## config.mk

```make
export PLATFORM = sky130hd
export DESIGN_NAME = interrupt_ack_sequencer
export DESIGN_NICKNAME = d
export VERILOG_FILES = /design/src/rtl/pic_pkg.sv /design/src/rtl/inta_edge_detect.sv /design/src/rtl/interrupt_ack_sequencer.sv
export SDC_FILE = /design/constraint.sdc
export NUM_CORES = 1
export LEC_CHECK = 0
export CORE_ASPECT_RATIO = 1.1
export CORE_UTILIZATION = 40
export CTS_CLUSTER_DIAMETER = 100
export CTS_CLUSTER_SIZE = 16
export DETAILED_ROUTE_END_ITERATION = 8
export PLACE_DENSITY = 0.76
export SYNTH_ARGS = -nofsm -noshare
export SYNTH_HDL_FRONTEND = slang
export SYNTH_SLANG_ARGS = --single-unit
```

## constraint.sdc

```tcl
create_clock -name clk -period 4.5 [get_ports clk]
set_input_delay 1.125 -clock clk [delete_from_list [all_inputs] [get_ports clk]]
set_output_delay 1.125 -clock clk [all_outputs]
set_load 0.02 [all_outputs]
```

## src/rtl/pic_pkg.sv

```systemverilog
// pic_pkg: shared types and constants for the PIC interrupt-acknowledge path.
//   ack_state_e  - acknowledge sequencer state (IDLE, ACK1, WAIT2, ACK2, WAIT3, ACK3)
//   CALL_OPCODE  - 8080 CALL opcode driven on the first INTA pulse in call mode
//   IR_W/NUM_IR  - interrupt level width and number of IR lines
//   ir_onehot()  - one-hot decode of an IR level
package pic_pkg;

  localparam int IR_W   = 3;
  localparam int NUM_IR = 8;

  localparam logic [7:0] CALL_OPCODE = 8'hCD;

  typedef enum logic [2:0] {
    IDLE  = 3'd0,
    ACK1  = 3'd1,
    WAIT2 = 3'd2,
    ACK2  = 3'd3,
    WAIT3 = 3'd4,
    ACK3  = 3'd5
  } ack_state_e;

  function automatic logic [NUM_IR-1:0] ir_onehot(input logic [IR_W-1:0] lvl);
    logic [NUM_IR-1:0] oh;
    oh      = '0;
    oh[lvl] = 1'b1;
    return oh;
  endfunction

endpackage

```

## src/rtl/inta_edge_detect.sv

```systemverilog
// inta_edge_detect: registers inta_n once and produces single-cycle edge strobes.
//   clk, rst_n  - clock, synchronous active-low reset
//   inta_n      - CPU interrupt acknowledge (already synchronous to clk)
//   inta_fall   - previous sample 1, current 0
//   inta_rise   - previous sample 0, current 1
// The previous sample resets to 1 (inactive), so a low inta_n right after
// reset is seen as a falling edge.
module inta_edge_detect (
  input  logic clk,
  input  logic rst_n,
  input  logic inta_n,
  output logic inta_fall,
  output logic inta_rise
);

  logic inta_q;
  logic inta_d;

  always_comb begin
    inta_d = inta_n;
  end

  always_ff @(posedge clk) begin
    if (!rst_n) begin
      inta_q <= 1'b1;
    end else begin
      inta_q <= inta_d;
    end
  end

  assign inta_fall = inta_q & ~inta_n;
  assign inta_rise = ~inta_q & inta_n;

endmodule

```

## src/rtl/interrupt_ack_sequencer.sv

```systemverilog
// interrupt_ack_sequencer: CPU-side end of the PIC interrupt path. Raises INT,
// runs the INTA handshake and places the vector (or CALL bytes) on the data bus.
//
// Ports:
//   clk, rst_n     - clock, synchronous active-low reset
//   inta_n         - CPU interrupt acknowledge, active low, synchronous to clk
//   int_req        - resolver: unmasked request pending
//   highest_ir     - resolver: winning level
//   vector_base    - ICW2 T7..T3
//   aeoi           - auto-EOI enable
//   mode_8086      - 1 = 8086 two-pulse, 0 = 8080 CALL (call mode build only)
//   call_addr      - {ICW2 A15..A8, ICW1 A7..A5} (call mode build only)
//   adi            - call interval, 1 = 4, 0 = 8 (call mode build only)
//   int_out        - INT pin to CPU
//   freeze         - hold request register during acknowledge
//   clear_ir_line  - one-hot 1-cycle pulse: clear serviced IR
//   set_isr        - one-hot 1-cycle pulse: set in-service bit
//   auto_eoi       - one-hot 1-cycle pulse: clear in-service bit
//   data_out       - vector / CALL byte (0 while not driven)
//   data_oe        - drive data_out onto the bus
//   dbg_state      - current acknowledge state
//
// Handshake: every INTA falling edge starts a bus cycle and every rising edge
// ends one; each edge advances the FSM by exactly one step. All outputs are
// registered, so they change one clock after the edge is seen.
//
// Build option: define PIC_CALL_MODE_EN to add the three-pulse 8080 CALL
// sequence (WAIT3/ACK3). Without it the 8086 sequence is always used.
//
// Watchdog: counts cycles in every non-IDLE state and reloads on each INTA
// edge; reaching TIMEOUT_CYCLES aborts back to IDLE without auto-EOI (the ISR
// bit stays set). TIMEOUT_CYCLES = 0 disables it.
module interrupt_ack_sequencer
  import pic_pkg::*;
#(
  parameter int unsigned TIMEOUT_CYCLES = 255,
  parameter int unsigned SPURIOUS_IR    = 7
) (
  input  logic              clk,
  input  logic              rst_n,
  input  logic              inta_n,
  input  logic              int_req,
  input  logic [IR_W-1:0]   highest_ir,
  input  logic [4:0]        vector_base,
  input  logic              aeoi,
  input  logic              mode_8086,
  input  logic [10:0]       call_addr,
  input  logic              adi,
  output logic              int_out,
  output logic              freeze,
  output logic [NUM_IR-1:0] clear_ir_line,
  output logic [NUM_IR-1:0] set_isr,
  output logic [NUM_IR-1:0] auto_eoi,
  output logic [7:0]        data_out,
  output logic              data_oe,
  output ack_state_e        dbg_state
);

  localparam int unsigned     WD_W     = (TIMEOUT_CYCLES < 2) ? 1 : $clog2(TIMEOUT_CYCLES + 1);
  localparam logic [WD_W-1:0] WD_MAX   = WD_W'(TIMEOUT_CYCLES);
  localparam bit              WD_EN    = (TIMEOUT_CYCLES != 0);
  localparam logic [IR_W-1:0] SPUR_LVL = IR_W'(SPURIOUS_IR);

  logic inta_fall;
  logic inta_rise;

  inta_edge_detect u_edge (
    .clk       (clk),
    .rst_n     (rst_n),
    .inta_n    (inta_n),
    .inta_fall (inta_fall),
    .inta_rise (inta_rise)
  );

  ack_state_e        state_q, state_d;
  logic [IR_W-1:0]   lvl_q, lvl_d;
  logic              spur_q, spur_d;
  logic              int_out_q, int_out_d;
  logic              freeze_q, freeze_d;
  logic [NUM_IR-1:0] clear_ir_q, clear_ir_d;
  logic [NUM_IR-1:0] set_isr_q, set_isr_d;
  logic [NUM_IR-1:0] auto_eoi_q, auto_eoi_d;
  logic [7:0]        data_out_q, data_out_d;
  logic              data_oe_q, data_oe_d;
  logic [WD_W-1:0]   wd_q, wd_d;
  logic [IR_W-1:0]   cap_lvl;
  logic              done;
  logic              timeout;

`ifdef PIC_CALL_MODE_EN
  // Sequence type is latched on the first INTA so a mode change mid-sequence
  // cannot mix 8086 and 8080 bus cycles.
  logic call_q, call_d;
`else
  logic unused_cfg;
  assign unused_cfg = ^{mode_8086, call_addr, adi};
`endif

  always_comb begin
    state_d    = state_q;
    lvl_d      = lvl_q;
    spur_d     = spur_q;
    int_out_d  = int_out_q;
    freeze_d   = freeze_q;
    clear_ir_d = '0;
    set_isr_d  = '0;
    auto_eoi_d = '0;
    data_out_d = data_out_q;
    data_oe_d  = data_oe_q;
    wd_d       = '0;
    done       = 1'b0;
    timeout    = 1'b0;
    cap_lvl    = int_req ? highest_ir : SPUR_LVL;
`ifdef PIC_CALL_MODE_EN
    call_d     = call_q;
`endif

    // An INTA edge reloads the watchdog (wd_d stays 0); an edge arriving in
    // the terminal cycle wins over the timeout.
    if (WD_EN && (state_q != IDLE) && !(inta_fall || inta_rise)) begin
      if (wd_q == WD_MAX) begin
        timeout = 1'b1;
      end else begin
        wd_d = wd_q + 1'b1;
      end
    end

    case (state_q)
      IDLE: begin
        int_out_d = int_req;
        if (inta_fall) begin
          state_d    = ACK1;
          lvl_d      = cap_lvl;
          spur_d     = ~int_req;
          freeze_d   = 1'b1;
          int_out_d  = 1'b0;
          clear_ir_d = ir_onehot(cap_lvl);
          set_isr_d  = int_req ? ir_onehot(cap_lvl) : '0;
`ifdef PIC_CALL_MODE_EN
          call_d = ~mode_8086;
          if (!mode_8086) begin
            data_out_d = CALL_OPCODE;
            data_oe_d  = 1'b1;
          end
`endif
        end
      end

      ACK1: begin
        if (inta_rise) begin
          state_d    = WAIT2;
          data_oe_d  = 1'b0;
          data_out_d = '0;
        end
      end

      WAIT2: begin
        if (inta_fall) begin
          state_d    = ACK2;
          data_oe_d  = 1'b1;
          data_out_d = {vector_base, lvl_q};
`ifdef PIC_CALL_MODE_EN
          if (call_q) begin
            data_out_d = adi ? {call_addr[2:0], lvl_q, 2'b00}
                             : {call_addr[2:1], lvl_q, 3'b000};
          end
`endif
        end
      end

      ACK2: begin
        if (inta_rise) begin
`ifdef PIC_CALL_MODE_EN
          if (call_q) begin
            state_d    = WAIT3;
            data_oe_d  = 1'b0;
            data_out_d = '0;
          end else begin
            done = 1'b1;
          end
`else
          done = 1'b1;
`endif
        end
      end

`ifdef PIC_CALL_MODE_EN
      WAIT3: begin
        if (inta_fall) begin
          state_d    = ACK3;
          data_oe_d  = 1'b1;
          data_out_d = call_addr[10:3];
        end
      end

      ACK3: begin
        if (inta_rise) begin
          done = 1'b1;
        end
      end
`endif

      default: begin
        state_d = IDLE;
      end
    endcase

    // Normal end of the last bus cycle; int_out stays low this cycle and is
    // re-evaluated from IDLE on the next.
    if (done) begin
      state_d    = IDLE;
      freeze_d   = 1'b0;
      data_oe_d  = 1'b0;
      data_out_d = '0;
      if (aeoi && !spur_q) begin
        auto_eoi_d = ir_onehot(lvl_q);
      end
    end

    if (timeout) begin
      state_d    = IDLE;
      freeze_d   = 1'b0;
      data_oe_d  = 1'b0;
      data_out_d = '0;
    end
  end

  always_ff @(posedge clk) begin
    if (!rst_n) begin
      state_q    <= IDLE;
      lvl_q      <= '0;
      spur_q     <= 1'b0;
      int_out_q  <= 1'b0;
      freeze_q   <= 1'b0;
      clear_ir_q <= '0;
      set_isr_q  <= '0;
      auto_eoi_q <= '0;
      data_out_q <= '0;
      data_oe_q  <= 1'b0;
      wd_q       <= '0;
    end else begin
      state_q    <= state_d;
      lvl_q      <= lvl_d;
      spur_q     <= spur_d;
      int_out_q  <= int_out_d;
      freeze_q   <= freeze_d;
      clear_ir_q <= clear_ir_d;
      set_isr_q  <= set_isr_d;
      auto_eoi_q <= auto_eoi_d;
      data_out_q <= data_out_d;
      data_oe_q  <= data_oe_d;
      wd_q       <= wd_d;
    end
  end

`ifdef PIC_CALL_MODE_EN
  always_ff @(posedge clk) begin
    if (!rst_n) begin
      call_q <= 1'b0;
    end else begin
      call_q <= call_d;
    end
  end
`endif

  assign int_out       = int_out_q;
  assign freeze        = freeze_q;
  assign clear_ir_line = clear_ir_q;
  assign set_isr       = set_isr_q;
  assign auto_eoi      = auto_eoi_q;
  assign data_out      = data_out_q;
  assign data_oe       = data_oe_q;
  assign dbg_state     = state_q;

endmodule

```

==> flow_summary.rst, run 1 <==
.. list-table::
   :header-rows: 1

   * - Metric
     - Value
   * - Hold/Removal Path Class
     - register to register
   * - Die ar.
     - roughly 5000 um2
   * - Minimum period implied by the final worst setup slack
     - 2.610 ns
   * - Antenna violations before repair
     - 0
   * - Max Fclk
     - 383.2 MHz
   * - Cell type with the highest aggregate area in the netlist
     - dfxtp_1
   * - Met2 capacity usage during global routing
     - a little over a quarter
   * - Mean routed wirelength per cell
     - 12.28 um
   * - Final-stage net count
     - 281
   * - Total overflow reported by the global router
     - 0
   * - CTS Root Buffer Type
     - clkbuf_8
   * - Slowest library cell on the worst path
     - o311ai_4
   * - RSZ-0062 raised after global routing
     - false
   * - Number of maximum-capacitance constraint violations
     - 0
   * - Num ports
     - 64
   * - Drt first-iter violations
     - 80
   * - Worst Setup Start Kind
     - primary input
   * - Total wire length after detailed routing
     - 3673 um
   * - Final total negative setup slack
     - 0 ns
   * - Total count of hold-check failures in the final report
     - 0
   * - Max stage delay on crit path
     - 0.56 ns
   * - First-pass GRT wire length
     - 5844 um
   * - CP bufs+invs
     - 2
   * - Synthesized instance count
     - 200
   * - Relative slew slack
     - 54.30%
   * - Effective utilization at floorplan
     - 43.04%
   * - Clock Sinks
     - 50
   * - Power density over cell area
     - about 420 nW/um2
   * - Fraction of final layout cells sized beyond drive strength 1
     - 4.082%
   * - Per-instance average area after synthesis
     - 9.490 um2
   * - Clock slew at reported path FFs
     - 0.09 ns
   * - Buffers added on ports
     - 49
   * - Pint
     - 0.7092 mW
   * - ANT nets after route
     - 0
   * - Post-synth ARST share
     - 0%
   * - Clock tree skew after final layout
     - 0.007557 ns
   * - GR Layer Usage met1
     - about 18%
   * - Number of synthesis warnings
     - 0
   * - Fin worst setup slack
     - 1.890 ns
   * - Post-cts hold buffer count
     - 0
   * - CORE AREA
     - approximately 4400 um2
   * - Buffers from clock root to sink, at most
     - 2
   * - Flops & latches, synth
     - 50
   * - Worst endpoint data arrival time
     - around 2.8 ns
   * - Peak-usage layer in the global routing report
     - met2
   * - Crit Path Class
     - primary input to register
   * - Post CTS Setup Buffer Count
     - 0
   * - Share of the yosys chip area belonging to registers
     - a little over half
   * - Number of setup violations in the final report
     - 0
   * - Placement Setup Slack
     - between 1.5 and 2 ns
   * - Worst setup path start
     - inta_n
   * - Die boundary width
     - 67.68 um
   * - Count of distinct cell types in the synthesized netlist
     - 36
   * - Global placer's final weighted congestion
     - 0.7434
   * - Proportion of power drawn by the clock network
     - 23.8%
   * - Peak supply drop
     - 0.2267 mV
   * - Number of core rows
     - 25
   * - Critical Path Fanout Max
     - 12
   * - Slew @ Worst Pin
     - about 0.67 ns
   * - RR Startpoint
     - dbg_state[0]
   * - Kind of end point of the critical path
     - register
   * - Via-to-Cell Ratio
     - 5.033
   * - Required time worst endpoint
     - 4.66 ns
   * - Total clock buffers created by CTS
     - 5
   * - Max Transition Viols Final
     - 0
   * - DRT Pass-1 Iters
     - 4
   * - Commonest non-fill, non-tap cell in the layout
     - dfxtp_1
   * - CP top delay family
     - compound AO/OA/AOI/OAI gates
   * - Detailed-placement wirelength estimate
     - roughly 2700 um
   * - Switching part of the total power
     - 32.35%
   * - Post-route DRC
     - 0
   * - Mapped cell area
     - ~1900 um2
   * - Maximum number of pins on one net before global-route repair
     - 14
   * - Die Span Y
     - about 74 um
   * - Cells traversed along the worst timing path
     - clkdlybuf4s50_1 -> inv_1 -> ha_1 -> nand2b_1 -> o311ai_4 -> a21oi_1
   * - Final worst path period share
     - 58.00%
   * - Leakage component of the power
     - approximately 0.94 nW
   * - Dominant cells by area after synthesis
     - dfxtp_1, ha_1, nand3_1, nor2_1, a21oi_1
   * - GRT Resource Usage Total
     - 15.38%
   * - Part of the total power dissipated in combinational logic
     - 28.2%
   * - Via count of the first global-routing pass
     - 1356
   * - Diode count
     - 0
   * - Overall via count from detail_route
     - 1505
   * - Most frequent cells in the layout
     - dfxtp_1, clkdlybuf4s50_1, nor2_1
   * - CTS tree
     - built
   * - Number of resized instances in the post-cts repair step
     - 0
   * - Switching Power
     - 0.3392 mW
   * - Layout Area Growth over Synthesis
     - 31.05%
   * - Clock network latency to the later pin of the worst-skew pair
     - 0.29 ns
   * - Net count of the mapped netlist
     - 235
   * - Outcome
     - complete, no violations
   * - EDFF count, synth
     - 0
   * - Top-area cell type share of the netlist area
     - 52.74%
   * - CTS H-Tree Depth
     - 2
   * - Global-route met3 utilization
     - 2.761%
   * - Flop pwr share
     - 48.0%
   * - Worst Hold Launch
     - wd_q[0]
   * - Most used DFF post-synth
     - dfxtp_1
-- worst reg2reg max path: cells and delay by family (launching register included) --
kind                     cells  cell delay [ns]
AO/OA/AOI/OAI                2             0.67
flip-flops                   1             0.42
adder cells (fa/ha/maj)      1             0.26
AND/OR/NAND/NOR              1             0.22
buffers and inverters        1             0.11
-- through the flow --
step                instances  area (um2)  util (%)  hold slack, ns  total power, mW
finish                    299        2487     56.40          0.4454            1.048
global route              299        2487     56.40          0.4945            1.108
detailed placement        293        2405     54.52          0.4378           0.8097
global placement          293        2405     54.52          0.4264           0.7995
floorplan                 200        1898         -          0.4175           0.7141
CTS                       299        2487     56.40          0.4525            1.058
-- synthesized netlist by cell type, types with 2 or more instances --
cell,n
nor2b_1,2
or3_1,4
nand2b_1,5
ha_1,9
o211a_1,4
xor2_1,2
nand4_1,2
buf_2,2
o21ai_0,12
clkbuf_1,6
inv_1,8
a21oi_1,14
dfxtp_1,50
and2_1,4
nand3_1,16
nand2_1,11
nor2_1,19
nor3_1,11
nand3b_1,2
-- logic make-up (layout without fill, tap and decap cells) --
family	Yosys count	after routing	synth area share (%)
other cells	1	1	0.1976
mux	1	1	0.5274
xor+xnor	3	3	1.385
simple gates	80	80	21.75
buf+inv	18	63	4.285
compound gates	38	38	13.19
fa+ha+maj	9	9	5.933
flops	50	50	52.74
-- state kept, by name, indices dropped and copies added, names as in the netlist --
register       flops
wd_q               8
spur_q             1
clear_ir_line      8
set_isr            8
int_out            1
u_edge.inta_q      1
freeze             1
data_oe            1
lvl_q              3
data_out           8
dbg_state          2
auto_eoi           8
-- power groups by stage --
| stage | logic (mW) | registers, mW | clock network, mW |
|---|---|---|---|
| finish | 0.296 | 0.504 | 0.249 |
| global route | 0.331 | 0.509 | 0.269 |
| CTS | 0.297 | 0.504 | 0.256 |
| detailed placement | 0.295 | 0.514 | 0 |
| global placement | 0.287 | 0.513 | 0 |
| floorplan | 0.181 | 0.533 | 0 |
-- area by class of cell --
class,instances,area [um2]
inverters,8,30.03
multi-input cells,132,815.8
repair buffers,49,490.5
well taps,54,67.56
fillers,389,1923
clock buffers,6,82.58
flip-flops and latches,50,1001
-- path summary, 6_finish.rpt --
kind / slack, ns / cells after the start / end
hold / removal: 0.45 / 1 / wd_q[0]
setup reg to reg: 2.70 / 5 / dbg_state[1]
hold reg to reg: 0.45 / 1 / wd_q[0]
setup / recovery: 1.89 / 6 / dbg_state[1]
-- metal layers --
layer / up-vias / share of wire (%)
met5: - / 0
met4: 0 / 2.0
met3: 6 / 2.8
met2: 29 / 51
met1: 696 / 44
li1: 774 / -
(Power assumes the default switching activity.)
==> run 2, diff against run 1 <==
==> constraint.sdc (replaced) <==
create_clock -name clk -period 2.5 [get_ports clk]
set_input_delay 0.625 -clock clk [delete_from_list [all_inputs] [get_ports clk]]
set_output_delay 0.625 -clock clk [all_outputs]
set_load 0.02 [all_outputs]
==> flow_summary.rst, run 2 (synthesis gave the netlist of run 1 again) <==
.. list-table::
   :header-rows: 1

   * - Metric
     - Value
   * - Reg2Reg Setup Slack
     - 0.82 ns (-1.88 ns)
   * - Buffers added on ports
     - 49 (unchanged)
   * - Worst Hold Margin
     - 0.4510 ns (+0.005672 ns)
   * - Buffers from clock root to sink, at most
     - 2 (unchanged)
   * - Clock tree skew after final layout
     - 0.006714 ns (-0.0008428 ns)
   * - Worst setup path start
     - inta_n
   * - Number of maximum-capacitance constraint violations
     - 0 (unchanged)
   * - First-pass GRT wire length
     - 5961 um (+2.0%)
   * - Clock Sinks
     - 50 (unchanged)
   * - Minimum period implied by the final worst setup slack
     - 1.980 ns
   * - Commonest non-fill, non-tap cell in the layout
     - dfxtp_1
   * - Final-stage net count
     - 284 (+1.1%)
   * - Number of setup violations in the final report
     - 0 (unchanged)
   * - Number of resized instances in the post-cts repair step
     - 0 (unchanged)
   * - Max Transition Viols Final
     - 0 (unchanged)
   * - Detailed-placement wirelength estimate
     - 2691 um (about the same)
   * - Final Instance Area
     - 2504 um2 (+0.65%)
   * - Total clock buffers created by CTS
     - 5 (unchanged)
   * - Layout Area Growth over Synthesis
     - 31.91%
   * - Required time worst endpoint
     - 2.68 ns (-1.98 ns)
   * - Effective utilization at floorplan
     - 43.04% (unchanged)
   * - Most frequent cells in the layout
     - dfxtp_1, clkdlybuf4s50_1, nor2_1
   * - Outcome
     - complete, no violations
   * - Overall via count from detail_route
     - 1496 (-0.60%)
   * - GRT Resource Usage Total
     - 15.85% (+0.46 points)
   * - Placement Cell Area
     - 2427 um2 (+0.94%)
   * - Capturing point of the worst reg2reg path
     - dbg_state[0]
   * - CTS Root Buffer Type
     - clkbuf_8
   * - Total wire length after detailed routing
     - 3680 um (+0.19%)
   * - Critical Path Fanout Max
     - 12 (unchanged)
   * - Global placer's final weighted congestion
     - 0.7243 (-2.6%)
   * - Peak supply drop
     - 0.3910 mV (+72%)
   * - Placement Setup Slack
     - 0.1995 ns (-1.372 ns)
   * - ANT nets after route
     - 0 (unchanged)
   * - CORE AREA
     - 4410 um2 (unchanged)
   * - Total count of hold-check failures in the final report
     - 0 (unchanged)
   * - Fin worst setup slack
     - 0.5203 ns (-1.370 ns)
   * - Clock slew at reported path FFs
     - 0.08 ns (about the same)
   * - Worst endpoint data arrival time
     - 2.16 ns (-0.61 ns)
   * - Drt first-iter violations
     - 49 (-39%)
   * - Via-to-Cell Ratio
     - 4.937 (-1.9%)
   * - Num ports
     - 64 (unchanged)
   * - Area of the multi-input gates
     - 815.8 um2 (unchanged)
   * - Maximum number of pins on one net before global-route repair
     - 14 (unchanged)
   * - CTS tree
     - built
   * - Relative slew slack
     - 55.02% (+0.72 points)
   * - Post CTS Setup Buffer Count
     - 0 (unchanged)
   * - RR Startpoint
     - dbg_state[0]
   * - Total power of the final layout
     - 1.882 mW (+79%)
   * - Via count of the first global-routing pass
     - 1356 (unchanged)
   * - Register Area
     - 1001 um2 (unchanged)
   * - Mean routed wirelength per cell
     - 12.15 um (-1.1%)
   * - Antenna violations before repair
     - 0 (unchanged)
   * - Max Fclk
     - 505.1 MHz
   * - Worst Setup Start Kind
     - primary input
   * - CTS H-Tree Depth
     - 2 (unchanged)
   * - Leakage component of the power
     - 0.9461 nW (+0.99%)
   * - Diode count
     - 0 (unchanged)
   * - End point of the critical path
     - dbg_state[0]
   * - Depth of the worst register-to-register path
     - 6 (+1)
   * - Crit Path Class
     - primary input to register
   * - Clock network latency to the later pin of the worst-skew pair
     - 0.30 ns (about the same)
   * - Die ar.
     - 5025 um2 (unchanged)
   * - DRT Pass-1 Iters
     - 4 (unchanged)
   * - Slew @ Worst Pin
     - 0.6734 ns (+0.006854 ns)
   * - Power density over cell area
     - 751.6 nW/um2 (+78%)
   * - Die boundary width
     - 67.68 um (unchanged)
   * - Die Span Y
     - 74.25 um (unchanged)
   * - Kind of end point of the critical path
     - register
   * - Post-cts hold buffer count
     - 0 (unchanged)
   * - Fraction of final layout cells sized beyond drive strength 1
     - 4.819% (+0.74 points)
   * - Number of core rows
     - 25 (unchanged)
   * - Total overflow reported by the global router
     - 0 (unchanged)
   * - Post-route DRC
     - 0 (unchanged)
   * - RSZ-0062 raised after global routing
     - false
   * - Layout filler cell count
     - 409 (+5.1%)
   * - Hold/Removal Path Class
     - register to register
   * - Final total negative setup slack
     - 0 ns (unchanged)
   * - Final worst path period share
     - 79.19%
==> run 2: cell count changes in the layout (fill, tap and decap cells not counted), sizes merged <==
cell    delta
clkbuf     +1
buf        +3
==> run 2: worst min path at each step <==
| stage | start | to | slack [ns] | depth (start not counted) |
|---|---|---|---|---|
| 2_1_floorplan | wd_q[0] | wd_q[0] | 0.42 | 1 |
| 3_3_place_gp | wd_q[0] | wd_q[0] | 0.43 | 1 |
| 3_5_place_dp | wd_q[0] | wd_q[0] | 0.44 | 1 |
| 4_1_cts | wd_q[0] | wd_q[0] | 0.46 | 1 |
| 5_1_grt | wd_q[0] | wd_q[0] | 0.48 | 1 |
| 6_report | wd_q[0] | wd_q[0] | 0.45 | 1 |
==> run 2: stage by stage <==
stage / util [%] / instances
after floorplan: - / 200
after global placement: 55.04 / 296
after detailed placement: 55.04 / 296
after CTS: 56.77 / 303
after global routing: 56.77 / 303
final: 56.77 / 303
==> run 2: critical path: stages <==
cell,delay (ns)
clkdlybuf4s50_1,0.48
inv_1,0.08
ha_1,0.29
nand2b_1,0.11
o311ai_4,0.28
buf_4,0.23
a211oi_1,0.06
==> run 2: cell type report <==
class / instances / area share [%]
clock buffer: 7 / 3.048
multi-input combinational: 132 / 32.58
timing repair buffer: 52 / 20.49
inverter: 8 / 1.199
sequential: 50 / 39.98
tap: 54 / 2.699
==> run 2: where the power goes <==
group	internal (mW)	total, mW	leakage [nW]	switching [mW]
Combinational	0.224	0.545	0.503	0.321
Clock	0.193	0.432	0.0383	0.239
Sequential	0.854	0.905	0.405	0.0513
Total	1.27	1.88	0.946	0.611
==> run 2: layer usage <==
metal  GRT usage, %  part of all wire (%)
met1          17.90                    43
met2          28.27                    53
met3          4.141                   3.2
met4          5.674                  0.87
met5              0                     0
